## src/rtl/ps2_key_ctrl.sv

```systemverilog
// PS/2 set-2 scan-code sequencer: turns make/break/extended byte streams
// into one 0-25 letter index per key press, queued in a small FWFT FIFO.
// Ports:
//   clk, rst_l          clock, async active-low reset
//   key_rdy, key_byte   one-cycle strobe with received scan-code byte
//   letter_valid/letter FIFO head (0=A..25=Z), letter_ready pops it
//   held_valid          a letter key is currently held down
//   overflow            sticky FIFO-full drop flag, clr_overflow clears it
//   drop_count          saturating count of discarded non-letter makes
module ps2_key_ctrl #(
  parameter int FIFO_DEPTH      = 4,
  parameter int TIMEOUT_CYCLES  = 2000000,
  parameter bit SUPPRESS_REPEAT = 1'b1
) (
  input  logic       clk,
  input  logic       rst_l,
  input  logic       key_rdy,
  input  logic [7:0] key_byte,
  output logic       letter_valid,
  output logic [4:0] letter,
  input  logic       letter_ready,
  output logic       held_valid,
  output logic       overflow,
  input  logic       clr_overflow,
  output logic [7:0] drop_count
);

  localparam int PW = (FIFO_DEPTH > 1) ? $clog2(FIFO_DEPTH) : 1;
  localparam int CW = PW + 1;
  localparam int TW = $clog2(TIMEOUT_CYCLES + 1);

  typedef enum logic [1:0] {
    S_IDLE,
    S_BRK,
    S_EXT,
    S_EXT_BRK
  } state_t;

  state_t        state_q, state_d;
  logic [TW-1:0] tmo_q, tmo_d;
  logic [4:0]    held_q, held_d;
  logic          hv_q, hv_d;
  logic [7:0]    drop_q, drop_d;
  logic          ovf_q, ovf_d;

  logic [4:0]    mem_q [FIFO_DEPTH];
  logic [PW-1:0] wptr_q, wptr_d;
  logic [PW-1:0] rptr_q, rptr_d;
  logic [CW-1:0] cnt_q, cnt_d;

  logic       is_letter;
  logic [4:0] map_idx;
  logic       push;
  logic       drop_inc;
  logic       pop;
  logic       full;
  logic       wr;

  always_comb begin
    is_letter = 1'b1;
    map_idx   = 5'd0;
    case (key_byte)
      8'h1C: map_idx = 5'd0;
      8'h32: map_idx = 5'd1;
      8'h21: map_idx = 5'd2;
      8'h23: map_idx = 5'd3;
      8'h24: map_idx = 5'd4;
      8'h2B: map_idx = 5'd5;
      8'h34: map_idx = 5'd6;
      8'h33: map_idx = 5'd7;
      8'h43: map_idx = 5'd8;
      8'h3B: map_idx = 5'd9;
      8'h42: map_idx = 5'd10;
      8'h4B: map_idx = 5'd11;
      8'h3A: map_idx = 5'd12;
      8'h31: map_idx = 5'd13;
      8'h44: map_idx = 5'd14;
      8'h4D: map_idx = 5'd15;
      8'h15: map_idx = 5'd16;
      8'h2D: map_idx = 5'd17;
      8'h1B: map_idx = 5'd18;
      8'h2C: map_idx = 5'd19;
      8'h3C: map_idx = 5'd20;
      8'h2A: map_idx = 5'd21;
      8'h1D: map_idx = 5'd22;
      8'h22: map_idx = 5'd23;
      8'h35: map_idx = 5'd24;
      8'h1A: map_idx = 5'd25;
      default: is_letter = 1'b0;
    endcase
  end

  always_comb begin
    state_d  = state_q;
    tmo_d    = tmo_q;
    held_d   = held_q;
    hv_d     = hv_q;
    push     = 1'b0;
    drop_inc = 1'b0;
    if (key_rdy) begin
      tmo_d = '0;
      case (state_q)
        S_IDLE: begin
          if (key_byte == 8'hF0) begin
            state_d = S_BRK;
          end else if (key_byte == 8'hE0) begin
            state_d = S_EXT;
          end else if (is_letter) begin
            // Typematic repeat of the held key is swallowed silently
            if (!(SUPPRESS_REPEAT && hv_q && map_idx == held_q)) begin
              held_d = map_idx;
              hv_d   = 1'b1;
              push   = 1'b1;
            end
          end else begin
            drop_inc = 1'b1;
          end
        end
        S_EXT: begin
          if (key_byte == 8'hF0) begin
            state_d = S_EXT_BRK;
          end else begin
            state_d  = S_IDLE;
            drop_inc = 1'b1;
          end
        end
        S_BRK: begin
          state_d = S_IDLE;
          if (is_letter && map_idx == held_q) hv_d = 1'b0;
        end
        default: state_d = S_IDLE;
      endcase
    end else if (state_q != S_IDLE) begin
      // Abandon a truncated prefix sequence
      if (tmo_q == TW'(TIMEOUT_CYCLES - 1)) begin
        state_d = S_IDLE;
        tmo_d   = '0;
      end else begin
        tmo_d = tmo_q + 1'b1;
      end
    end
  end

  always_comb begin
    drop_d = drop_q;
    if (drop_inc && drop_q != 8'hFF) drop_d = drop_q + 8'd1;
  end

  assign pop  = (cnt_q != '0) && letter_ready;
  assign full = (cnt_q == CW'(FIFO_DEPTH));
  // A pop in the same cycle frees the slot the push needs
  assign wr   = push && (!full || pop);

  always_comb begin
    wptr_d = wptr_q;
    rptr_d = rptr_q;
    cnt_d  = cnt_q;
    ovf_d  = ovf_q;
    if (wr) wptr_d = wptr_q + 1'b1;
    if (pop) rptr_d = rptr_q + 1'b1;
    if (wr && !pop) cnt_d = cnt_q + 1'b1;
    if (!wr && pop) cnt_d = cnt_q - 1'b1;
    if (clr_overflow) ovf_d = 1'b0;
    if (push && full && !pop) ovf_d = 1'b1;
  end

  always_ff @(posedge clk or negedge rst_l) begin
    if (!rst_l) begin
      state_q <= S_IDLE;
      tmo_q   <= '0;
      held_q  <= '0;
      hv_q    <= 1'b0;
      drop_q  <= '0;
      ovf_q   <= 1'b0;
      wptr_q  <= '0;
      rptr_q  <= '0;
      cnt_q   <= '0;
      for (int i = 0; i < FIFO_DEPTH; i++) mem_q[i] <= '0;
    end else begin
      state_q <= state_d;
      tmo_q   <= tmo_d;
      held_q  <= held_d;
      hv_q    <= hv_d;
      drop_q  <= drop_d;
      ovf_q   <= ovf_d;
      wptr_q  <= wptr_d;
      rptr_q  <= rptr_d;
      cnt_q   <= cnt_d;
      if (wr) mem_q[wptr_q] <= map_idx;
    end
  end

  assign letter_valid = (cnt_q != '0);
  assign letter       = letter_valid ? mem_q[rptr_q] : 5'd0;
  assign held_valid   = hv_q;
  assign overflow     = ovf_q;
  assign drop_count   = drop_q;

endmodule
```

## config.mk

```make
export PLATFORM = sky130hd
export DESIGN_NAME = ps2_key_ctrl
export DESIGN_NICKNAME = d
export VERILOG_FILES = /design/src/rtl/ps2_key_ctrl.sv
export SDC_FILE = /design/constraint.sdc
export NUM_CORES = 1
export LEC_CHECK = 0
export ABC_AREA = 0
export CORE_MARGIN = 1.5
export CORE_UTILIZATION = 30
export DETAILED_ROUTE_END_ITERATION = 16
export SYNTH_ARGS = -nofsm -noshare
export SYNTH_HDL_FRONTEND = slang
export SYNTH_SLANG_ARGS = --single-unit
```

## constraint.sdc

```tcl
create_clock -name clk -period 4.8 [get_ports clk]
set_clock_uncertainty 0.15 [all_clocks]
set_input_delay 0.72 -clock clk [delete_from_list [all_inputs] [get_ports clk]]
set_output_delay 0.72 -clock clk [all_outputs]
set_load 0.005 [all_outputs]
```

==> flow_metrics.env <==
export IMPL_power_static_leakage_uw=0.00199
export IMPL_period_share=0.899
export IMPL_dpl_worst_slack_ns=0.164
export IMPL_cp_data_arrival_time_ns=4.42
export IMPL_starting_density_of_the_core=0.306
export IMPL_clock_insertion_delay_worst_skew_ns=0.33
export IMPL_syn_cell_area_mm2=0.00404
export IMPL_first_global_vias=3006
export IMPL_hpwl_reported_at_the_end_of_detailed_placement_um=6110
export IMPL_synth_net_count=417
export IMPL_grt_pass1_wl_um=14700
export IMPL_clk_path_buf_depth=2
export IMPL_count_of_flip_flops_with_a_built_in_enable_after_synthesis=0
export IMPL_multi_input_area_mm2=0.00226
export IMPL_result_of_the_run="finished, final reports clean"
export IMPL_tritoncts="built"
export IMPL_setup_worst_path_end_class="flop"
export IMPL_fill_cells=1290
export IMPL_netlist_instances=396
export IMPL_placeableCoreArea_mm2=0.0132
export IMPL_most_frequent_standard_cell_in_the_layout_excluding_fill_and_tap_cells="sky130_fd_sc_hd__dfrtp_1"
export IMPL_final_min_clock_period_ns=4.32
export IMPL_synth_cell_type_count=77
export IMPL_power_density_mw_per_mm2=377
export IMPL_die_w_um=119
export IMPL_drt_first_iter_violations=103
export IMPL_finalMaxSlewViolations=0
export IMPL_postSynth_asyncResetShare=1.00
export IMPL_slew_limit_headroom=0.356
export IMPL_drive_above_1_share=0.172
export IMPL_cts_htree_levels=3
export IMPL_hold_class="in -> async"
export IMPL_ant_nets=0
export IMPL_routed_via_count=3054
export IMPL_hold_viol=0
export IMPL_postSynthRegisterBits=65
export IMPL_unrepaired_setup_endpoints_after_global_routing="false"
export IMPL_fin_setup_tns_ns=0
export IMPL_leading_cell_types_in_the_layout_fill_and_taps_excluded="65 x sky130_fd_sc_hd__dfrtp_1, 37 x sky130_fd_sc_hd__nand2_1, 35 x sky130_fd_sc_hd__nor2_1, 27 x sky130_fd_sc_hd__clkdlybuf4s50_1"
export IMPL_cap_violations=0
export IMPL_timing_critical_path_required_ns=4.90
export IMPL_max_freq_ghz=0.232
export IMPL_totalWireLength_um=8450
export IMPL_route_detailed_drc=0
export IMPL_seqCellArea_mm2=0.00163
export IMPL_timing_worst_slew_pin_value_ns=0.963
export IMPL_final_cell_count_no_fill=606
export IMPL_cts_made_buffers=9
export IMPL_fp_dieArea_mm2=0.0142
export IMPL_final_setup_viol_count=0
export IMPL_grt_antenna_before_repair=0
export IMPL_critPathLaunchType="input pin"
export IMPL_ys_seq_area_frac=0.403
export IMPL_dominantRegCellSynth="sky130_fd_sc_hd__dfrtp_1"
export IMPL_final_nets=446
export IMPL_grt_util_all_layers=0.126
export IMPL_detail_route_first_pass_iterations=4
export IMPL_post_place_cells=590
export IMPL_hold_worst_slack_ns=0.249
export IMPL_numClockSinks=65
export IMPL_post_cts_setup_buffers=0
export IMPL_synthesis_yosys_warnings=0
export IMPL_areaGrowthSynthToFinish_pct=18.5
export IMPL_clkSlewWorstSetupHoldPaths_ns=0.06
export IMPL_vias_per_cell=5.04
export IMPL_final_setup_worst_slack_ns=0.483
export IMPL_largest_net_degree_at_the_start_of_global_routing=41
export IMPL_die_y_um=119
export IMPL_cp_max_fo=9
export IMPL_antenna_diode_count=0
export IMPL_detail_route_wl_per_cell_um=13.9
export IMPL_cts_hold_buffers_added=0
export IMPL_setup_worst_path_class="in -> reg"
export IMPL_worst_ir_drop_vdd_mv=0.145
export IMPL_place_congestion=0.889
export IMPL_placementRows=42
export IMPL_count_of_instances_resized_after_the_clock_tree_is_built=0
export IMPL_port_buffer_count=28
export IMPL_grt_overflow_total=0
export IMPL_clockRootBuffer="sky130_fd_sc_hd__clkbuf_16"
export IMPL_average_footprint_of_a_synthesized_cell_um2=10.2
export IMPL_top_level_ports=29
synth_stat cells, types with 2 or more instances:
library cell	count	area, µm²
sky130_fd_sc_hd__and2_1	8	50.1
sky130_fd_sc_hd__or3_1	8	50.1
sky130_fd_sc_hd__mux4_2	5	113
sky130_fd_sc_hd__nor3_1	10	50.1
sky130_fd_sc_hd__a21boi_0	2	15.0
sky130_fd_sc_hd__mux2_4	21	315
sky130_fd_sc_hd__and4_1	2	17.5
sky130_fd_sc_hd__nand2_1	37	139
sky130_fd_sc_hd__and3b_1	2	17.5
sky130_fd_sc_hd__a22oi_1	3	22.5
sky130_fd_sc_hd__nor4b_1	3	26.3
sky130_fd_sc_hd__buf_2	11	55.1
sky130_fd_sc_hd__nor3_4	4	65.1
sky130_fd_sc_hd__dfrtp_1	65	1630
sky130_fd_sc_hd__nand4_1	7	43.8
sky130_fd_sc_hd__ha_1	7	87.6
sky130_fd_sc_hd__and3_1	7	43.8
sky130_fd_sc_hd__nand2b_1	5	31.3
sky130_fd_sc_hd__o21ai_0	12	60.1
sky130_fd_sc_hd__buf_1	2	7.51
sky130_fd_sc_hd__xnor2_1	21	184
sky130_fd_sc_hd__o211ai_1	3	22.5
sky130_fd_sc_hd__xor2_1	9	78.8
sky130_fd_sc_hd__nor3b_1	6	45.0
sky130_fd_sc_hd__inv_1	14	52.6
sky130_fd_sc_hd__mux2_2	3	33.8
sky130_fd_sc_hd__nor2_1	35	131
sky130_fd_sc_hd__nand3_1	15	75.1
sky130_fd_sc_hd__a21oi_1	8	40.0
sky130_fd_sc_hd__nor2b_1	6	37.5
sky130_fd_sc_hd__or3b_1	2	17.5
sky130_fd_sc_hd__o31ai_1	2	15.0
sky130_fd_sc_hd__a22o_1	2	17.5
sky130_fd_sc_hd__clkbuf_1	4	15.0
sky130_fd_sc_hd__nand3b_1	2	15.0
sky130_fd_sc_hd__o22ai_1	2	12.5
per-stage QoR:
step	cell area [µm²]	utilization	total power [µW]
after floorplan	4040	-	1040
after global placement	4500	0.341	1200
after detailed placement	4500	0.341	1220
after CTS	4780	0.363	1830
after global routing	4780	0.363	1910
final	4780	0.363	1800
path summary, 6_finish.rpt:
check / start / endpoint / slack (ns) / cells after the start
max in group asynchronous: rst_l / mem_q[15]$_DFFE_PN0P_ / 3.32 / 2
setup reg to reg: held_q[0]$_DFFE_PN0P_ / cnt_q[2]$_DFFE_PN0P_ / 1.94 / 11
setup / recovery: key_byte[7] / cnt_q[2]$_DFFE_PN0P_ / 0.48 / 15
min in group clk: cnt_q[2]$_DFFE_PN0P_ / cnt_q[2]$_DFFE_PN0P_ / 0.34 / 1
hold reg to reg: cnt_q[2]$_DFFE_PN0P_ / cnt_q[2]$_DFFE_PN0P_ / 0.34 / 1
hold / removal: rst_l / tmo_q[12]$_DFFE_PN0P_ / 0.25 / 1
per-layer routing:
layer  routed length (µm)  track usage
met1                 4070        0.169
met2                 3920        0.203
met3                  353       0.0230
met4                  113       0.0497
met5                    0            0
cell families (layout without fill, tap and decap cells):
family | Yosys count | after routing | share of synthesized area
fa+ha+maj | 8 | 8 | 0.0266
mux | 31 | 31 | 0.120
buf+inv | 33 | 67 | 0.0369
flops | 65 | 65 | 0.403
compound gates | 55 | 55 | 0.101
simple gates | 174 | 174 | 0.248
xor+xnor | 30 | 30 | 0.0651
state kept, by name (all words and copies together) (netlist names):
name / flops
overflow: 1
rptr_q: 2
mem_q: 20
held_valid: 1
cnt_q: 3
tmo_q: 21
wptr_q: 2
state_q: 2
drop_count: 8
held_q: 5
power by group:
part | total, µW | switching, µW | internal, µW
Sequential | 736 | 100 | 636
Combinational | 465 | 212 | 253
Clock | 601 | 249 | 352
critical path, cell delays in order:
cell and delay, ns:
sky130_fd_sc_hd__clkdlybuf4s50_1 0.59, sky130_fd_sc_hd__nor4b_2 0.62, sky130_fd_sc_hd__a32oi_1 0.18, sky130_fd_sc_hd__or2_1 0.27
sky130_fd_sc_hd__a31o_1 0.24, sky130_fd_sc_hd__a221oi_2 0.27, sky130_fd_sc_hd__o2111a_4 0.36, sky130_fd_sc_hd__nor3b_2 0.10
sky130_fd_sc_hd__inv_1 0.06, sky130_fd_sc_hd__ha_1 0.17, sky130_fd_sc_hd__inv_1 0.06, sky130_fd_sc_hd__fa_1 0.37
sky130_fd_sc_hd__xor2_1 0.15, sky130_fd_sc_hd__nor2_1 0.11, sky130_fd_sc_hd__xor2_1 0.15
area by class of cell:
| class | count | area share |
|---|---|---|
| Clock buffer | 9 | 0.0471 |
| Clock inverter | 7 | 0.0112 |
| Inverter | 14 | 0.0110 |
| Multi-Input combinational cell | 298 | 0.473 |
| Sequential cell | 65 | 0.340 |
| Tap cell | 176 | 0.0460 |
| Timing Repair Buffer | 37 | 0.0717 |
No activity file was read; power rests on OpenSTA's default activity.
